$ cat config.mk
export PLATFORM = sky130hd
export DESIGN_NAME = mac_accumulator
export DESIGN_NICKNAME = d
export VERILOG_FILES = /design/src/rtl/mac_accumulator.sv
export SDC_FILE = /design/constraint.sdc
export NUM_CORES = 1
export LEC_CHECK = 0
export CORE_ASPECT_RATIO = 1.5
export CORE_MARGIN = 1.5
export CORE_UTILIZATION = 50
export CTS_CLUSTER_SIZE = 28
export DETAILED_ROUTE_END_ITERATION = 10
export GPL_TIMING_DRIVEN = 1
export PLACE_DENSITY = 0.77
export SLEW_MARGIN = 0
export SYNTH_ARGS = -nofsm -noshare
export SYNTH_HDL_FRONTEND = slang
export SYNTH_SLANG_ARGS = --single-unit
$ cat constraint.sdc
create_clock -name clk -period 3.2 [get_ports clk]
set_input_delay 0.48 -clock clk [delete_from_list [all_inputs] [get_ports clk]]
set_output_delay 0.48 -clock clk [all_outputs]
set_load 0.02 [all_outputs]
$ cat src/rtl/mac_accumulator.sv
// rtl/mac_accumulator.sv - signed product accumulator with result handshake
//
// Sums LEN signed 16-bit products into an ACC_W-bit two's complement
// accumulator, then holds the completed sum until the consumer takes it.
//
// Optional build macro: MAC_ACCUMULATOR_SATURATE_EN
//   defined   -> an overflowing add clamps acc to the signed max/min
//   undefined -> acc wraps modulo 2^ACC_W
//   out_ovf behaves the same in both builds.
//
// Parameters:
//   ACC_W      accumulator width in bits (16..48)
//   LEN        products summed per result (1..255)
//
// Ports:
//   clk        clock, all state updates on the rising edge
//   rst_n      synchronous active-low reset
//   in_valid   in_prod holds a valid product
//   in_ready   block can accept a product this cycle
//   in_prod    signed 16-bit product
//   out_valid  out_acc holds a completed sum
//   out_ready  consumer takes the result this cycle
//   out_acc    accumulator value (partial sums visible during accumulation)
//   out_ovf    sticky signed-overflow flag for the current sum

module mac_accumulator #(
    parameter int ACC_W = 24,
    parameter int LEN   = 8
) (
    input  logic             clk,
    input  logic             rst_n,
    input  logic             in_valid,
    output logic             in_ready,
    input  logic [15:0]      in_prod,
    output logic             out_valid,
    input  logic             out_ready,
    output logic [ACC_W-1:0] out_acc,
    output logic             out_ovf
);

    typedef enum logic {
        S_ACC  = 1'b0,
        S_HOLD = 1'b1
    } state_t;

    state_t             state_q;
    logic [ACC_W-1:0]   acc_q;
    logic [ACC_W-1:0]   acc_d;
    logic [ACC_W-1:0]   prod_ext;
    logic [ACC_W-1:0]   sum;
    logic [7:0]         count_q;
    logic               ovf_q;
    logic               in_ready_q;
    logic               out_valid_q;
    logic               add_ovf;
    logic               accept;
    logic               last;

`ifdef MAC_ACCUMULATOR_SATURATE_EN
    localparam logic [ACC_W-1:0] ACC_MAX = {1'b0, {(ACC_W-1){1'b1}}};
    localparam logic [ACC_W-1:0] ACC_MIN = {1'b1, {(ACC_W-1){1'b0}}};
`endif

    always_comb begin
        // Size-casting a signed value sign-extends it to the accumulator width.
        prod_ext = ACC_W'($signed(in_prod));
        sum      = acc_q + prod_ext;
        // Overflow only when both operands share a sign and the result flips it.
        add_ovf  = (acc_q[ACC_W-1] == prod_ext[ACC_W-1]) &&
                   (sum[ACC_W-1] != acc_q[ACC_W-1]);
        acc_d    = sum;
`ifdef MAC_ACCUMULATOR_SATURATE_EN
        // Operand sign tells the overflow direction: positive operands overflow up.
        if (add_ovf) begin
            acc_d = acc_q[ACC_W-1] ? ACC_MIN : ACC_MAX;
        end
`endif
        accept   = in_valid && in_ready_q;
        last     = (count_q == 8'(LEN - 1));
    end

    // Handshake outputs are registered alongside the state so they decode
    // nothing combinationally and always agree with the FSM.
    always_ff @(posedge clk) begin
        if (!rst_n) begin
            state_q     <= S_ACC;
            acc_q       <= '0;
            count_q     <= '0;
            ovf_q       <= 1'b0;
            in_ready_q  <= 1'b1;
            out_valid_q <= 1'b0;
        end else begin
            case (state_q)
                S_ACC: begin
                    if (accept) begin
                        acc_q   <= acc_d;
                        count_q <= 8'(count_q + 8'd1);
                        if (add_ovf) begin
                            ovf_q <= 1'b1;
                        end
                        if (last) begin
                            state_q     <= S_HOLD;
                            in_ready_q  <= 1'b0;
                            out_valid_q <= 1'b1;
                        end
                    end
                end
                S_HOLD: begin
                    // in_valid is ignored here; only the consumer can release HOLD.
                    if (out_ready) begin
                        state_q     <= S_ACC;
                        acc_q       <= '0;
                        count_q     <= '0;
                        ovf_q       <= 1'b0;
                        in_ready_q  <= 1'b1;
                        out_valid_q <= 1'b0;
                    end
                end
                default: begin
                    state_q     <= S_ACC;
                    in_ready_q  <= 1'b1;
                    out_valid_q <= 1'b0;
                end
            endcase
        end
    end

    assign in_ready  = in_ready_q;
    assign out_valid = out_valid_q;
    assign out_acc   = acc_q;
    assign out_ovf   = ovf_q;

endmodule

# == After elaboration in Yosys (flattened, before gate mapping) ==
# Index checks and enable logic that the tools add are counted.
# word_totals
in_bits,20
output_inout_bits,27
ff_bits,36
word_cells,42
# classes
mux,21
n_eq_ne,7
bitwise,1
addsub,2
reduce_logical,5
# op_table
operator,n
$mux W24,2
$pmux W24 S2,1
$add A24 B24 Y24,1
$mux W8,2
$pmux W8 S2,1
$mux W1,11
$add A8 B1 Y8 const B,1
$eq A8 B3 Y1 const B,1
$ne A2 B2 Y1 const B,4
$pmux W1 S2,4
$reduce_and A3 Y1,2
$logic_and A1 B1 Y1,2
$reduce_and A2 Y1,1
$eq A1 B1 Y1,1
$ne A1 B1 Y1,1
$not A1 Y1,1

# == Logic depth before layout (Yosys ltp) ==
# depth
depth_word,6
ltp_mapped,9
depth_no_buf,9

# == Least setup slack after synthesis ==
# OpenSTA, ideal clock, no wires.
# synth_timing
kind,in2reg
from,input in_prod[0]
to,"register acc_q[20], in the netlist out_acc[20]"
required_time_ps,3071
setup_ps,129
cell_stages,9
path_buffers,0
path_slack_ps,722
t_arrival_ps,2349
path_cell_list,ha_1 fa_1 a21oi_1 o21ai_1 a221oi_2 o31ai_1 a211oi_1 xor2_1 o21ai_0
# synth_via
elab_chain_cells,3
# synth_rtl
element,line_no,text
"start, declared",34,"input logic [15:0] in_prod,"
$add A24 B24 Y24,67,sum = acc_q + prod_ext;
$mux W24,95,if (accept) begin
$pmux W24 S2,93,case (state_q)
"end signal, assigned",87,acc_q <= '0;
"end signal, assigned",96,acc_q <= acc_d;
"end signal, assigned",112,acc_q <= '0;
"end, declared",47,logic [ACC_W-1:0] acc_q;
# Every way passes these cells. The select of a mux whose other input is x is not followed.
# A chain may end at the register's enable or synchronous reset.

# == Worst setup path in the final report ==
# layout_timing
from,input in_prod[0]
to,"register acc_q[18], in the netlist out_acc[18]"
# The elaborated chain is that of the path after synthesis.

==> key figures <==
Outcome
  – Status: finished, final reports clean

Place
  – IO buf count: 46
  – Placer congestion estimate: between 0.8 and 0.9
  – Post-DP HPWL: 4.509 mm

Yosys
  – Seq cells post-synth: 36
  – Yosys warns: 0
  – Post-synth cell types: 49
  – Netlist Area Pre-Place: 2477 sq um
  – Sequential area share after synthesis: 29.09%
  – Post-Synthesis Cells: 293
  – Avg Inst Size Synth: 8.455 sq um
  – Syn nets: 338
  – Post-synth EDFFs: 0
  – Top_reg_cell synth: dfxtp_1
  – Asr flop ratio synth: 0%

Timing
  – Slew Limit Fails: 0
  – Final worst-path cycle share: roughly nine tenths
  – Fmax: 0.3522 GHz
  – Final TNS setup: 0 ps
  – Final setup viols: 0
  – Final Hold Vio Count: 0
  – Worst slew pin tran: 591.0 ps
  – Worst hold slack: 450.5 ps
  – Fin crit period: about 2800 ps
  – Final Skew: around 5.8 ps
  – RSZ-0062 raised after global routing: false
  – Max_slew headroom: 60.27%

Power and ir drop
  – Pwr Total: 1.700 mW
  – Cell Pwr Density: between 500 and 600 nW/um^2
  – Leakage: 1.270 nW
  – Largest vdd supply drop: 0.3152 mV

CTS
  – Worst-path clk slew: ~80 ps
  – Post-CTS Setup Bufs: 0
  – CTS tree: yes
  – H-Tree Depth: 2
  – Sink Count: 36
  – Post-CTS sizing: 0
  – Clock tree buffer depth: 2
  – Cts bufs inserted: 5
  – Clk_lat worst skew: slightly below 300 ps
  – # hold bufs at CTS: 0
  – Clock root buffer: clkbuf_8

Final layout
  – Commonest non-fill, non-tap cell in the layout: clkdlybuf4s50_1
  – Commonest cells after routing, fill and taps aside: clkdlybuf4s50_1 (46), dfxtp_1 (36), nand2_1 (32), ha_1 (24), a21oi_1 (20)
  – Area Overhead vs Synth: 27.07%
  – Fin nets: 389
  – Share of post-route cells with drive strength above 1: 7.826%
  – Ant diodes: 0

Floorplanning
  – Rows: 31
  – Core area: approximately 4800 sq um
  – Die W: 60.48 microns
  – Die Area: about 5400 sq um
  – Initial Util: 51.51%
  – # IOs: 47
  – Die Span Y: 89.21 microns

Drt
  – WL met2: 3.030 mm
  – Drt drc: 0
  – Metal-1 WL: 2.486 mm
  – Vias per cell: 5.681
  – Wire length on met3: 186 microns
  – DRT antenna net count: 0
  – WL/cell: between 10 and 15 microns
  – WL final: 5.862 mm
  – Number of DRC markers in iteration 0: 74
  – Uppermost layer routed: met4
  – Routed vias: 2335
  – Drt first pass iters: 5

Critical path
  – Worst-path maximum fanout: 3
  – Slowest cell on the critical path: fa_1
  – Worst Path Required: 3380 ps
  – CP cell instances: clkdlybuf4s50_1, ha_1, fa_1, a21oi_1, o21ai_1, a221oi_2, o21ai_0, a21oi_1, xor2_1, o21ai_0
  – WP buf/inv: 1
  – Setup CP Type: input pin to flip-flop
  – CP Launch Type: input pin
  – Cell family contributing the most delay on the critical path: compound AO/OA/AOI/OAI gates
  – Crit end category: flip-flop
  – Crit path DAT: about 3000 ps
  – CP max stage delay: between 400 and 500 ps

GRT
  – Number of global-route vias before repair: 2244
  – Initial antenna violation count: 0
  – Largest net degree at the start of global routing: 18
  – Global route total overflow: 0
  – First-pass GRT wire length: roughly 9.6 mm
  – GRT Total Usage: 23.30%

Run
  – Total of max-cap violations: 0

Min path
  – HP Class: flip-flop to flip-flop
## final cells by class
cell class                      instances  area, sq um
Tap cell                               66        82.58
Clock inverter                          3        42.54
Timing Repair Buffer                   53        513.0
Inverter                                6        22.52
Clock buffer                            5        68.82
Multi-Input combinational cell        242         1698
Sequential cell                        36        720.7
Fill cell                             463         1662
## cell families after synthesis
| group | share of synthesized area, % |
|---|---|
| XOR/XNOR | 9.546 |
| buffers and inverters | 2.374 |
| AND/OR/NAND/NOR | 18.44 |
| AO/OA/AOI/OAI | 27.22 |
| multiplexers | 0.4041 |
| flip-flops | 29.09 |
| adder cells (fa/ha/maj) | 12.93 |
## flip-flops by register name, indices dropped and copies added (netlist names)
register and cells:
out_acc 24, out_ovf 1, count_q 8, state_q 1, in_ready 1, out_valid 1
## worst paths after layout
check	slack (ps)	to	start	depth (start not counted)
max reg2reg	640	out_acc[18]	out_acc[0]	9
min reg2reg	450	out_valid	out_valid	2
max	360	out_acc[18]	in_prod[0]	10
min	450	out_valid	out_valid	2
## power breakdown
group | switching (mW) | internal [mW]
logic | 0.400 | 0.340
registers | 0.0462 | 0.501
clock network | 0.181 | 0.231
total | 0.627 | 1.07
## worst reg2reg max path: stages (launching register included)
cell	delay (ps)
dfxtp_1	330
ha_1	220
fa_1	410
a21oi_1	190
o21ai_1	140
a221oi_2	380
o21ai_0	250
a21oi_1	290
xor2_1	160
o21ai_0	80
## synth_stat cells, types with 4 or more instances
cell type / n / area, sq um
o21ai_0: 19 / 95.09
a22oi_1: 10 / 75.07
a21o_1: 8 / 60.06
inv_1: 6 / 22.52
nor2b_1: 12 / 75.07
a21oi_1: 20 / 100.1
o21bai_1: 4 / 30.03
xnor2_1: 14 / 122.6
clkbuf_1: 7 / 26.28
and3_1: 4 / 25.02
nor2_1: 17 / 63.81
nor3_1: 6 / 30.03
dfxtp_1: 36 / 720.7
xor2_1: 13 / 113.9
nand2_1: 32 / 120.1
ha_1: 24 / 300.3
nand3_1: 9 / 45.04
## metrics by stage
stage | utilization (%) | instances | setup WS (ps) | cell area, sq um
2_1_floorplan | - | 293 | 721.7 | 2477
3_3_place_gp | 63.14 | 403 | 126.3 | 3037
3_5_place_dp | 63.14 | 403 | 25.53 | 3037
4_1_cts | 65.45 | 411 | 341.7 | 3148
5_1_grt | 65.45 | 411 | 112.8 | 3148
6_report | 65.45 | 411 | 360.6 | 3148
## per-layer routing
metal,up-vias,global-route usage (%)
li1,1177,-
met1,1094,25.64
met2,47,42.00
met3,17,4.486
met4,0,10.87
met5,-,0
No activity file was read; power rests on OpenSTA's default activity.
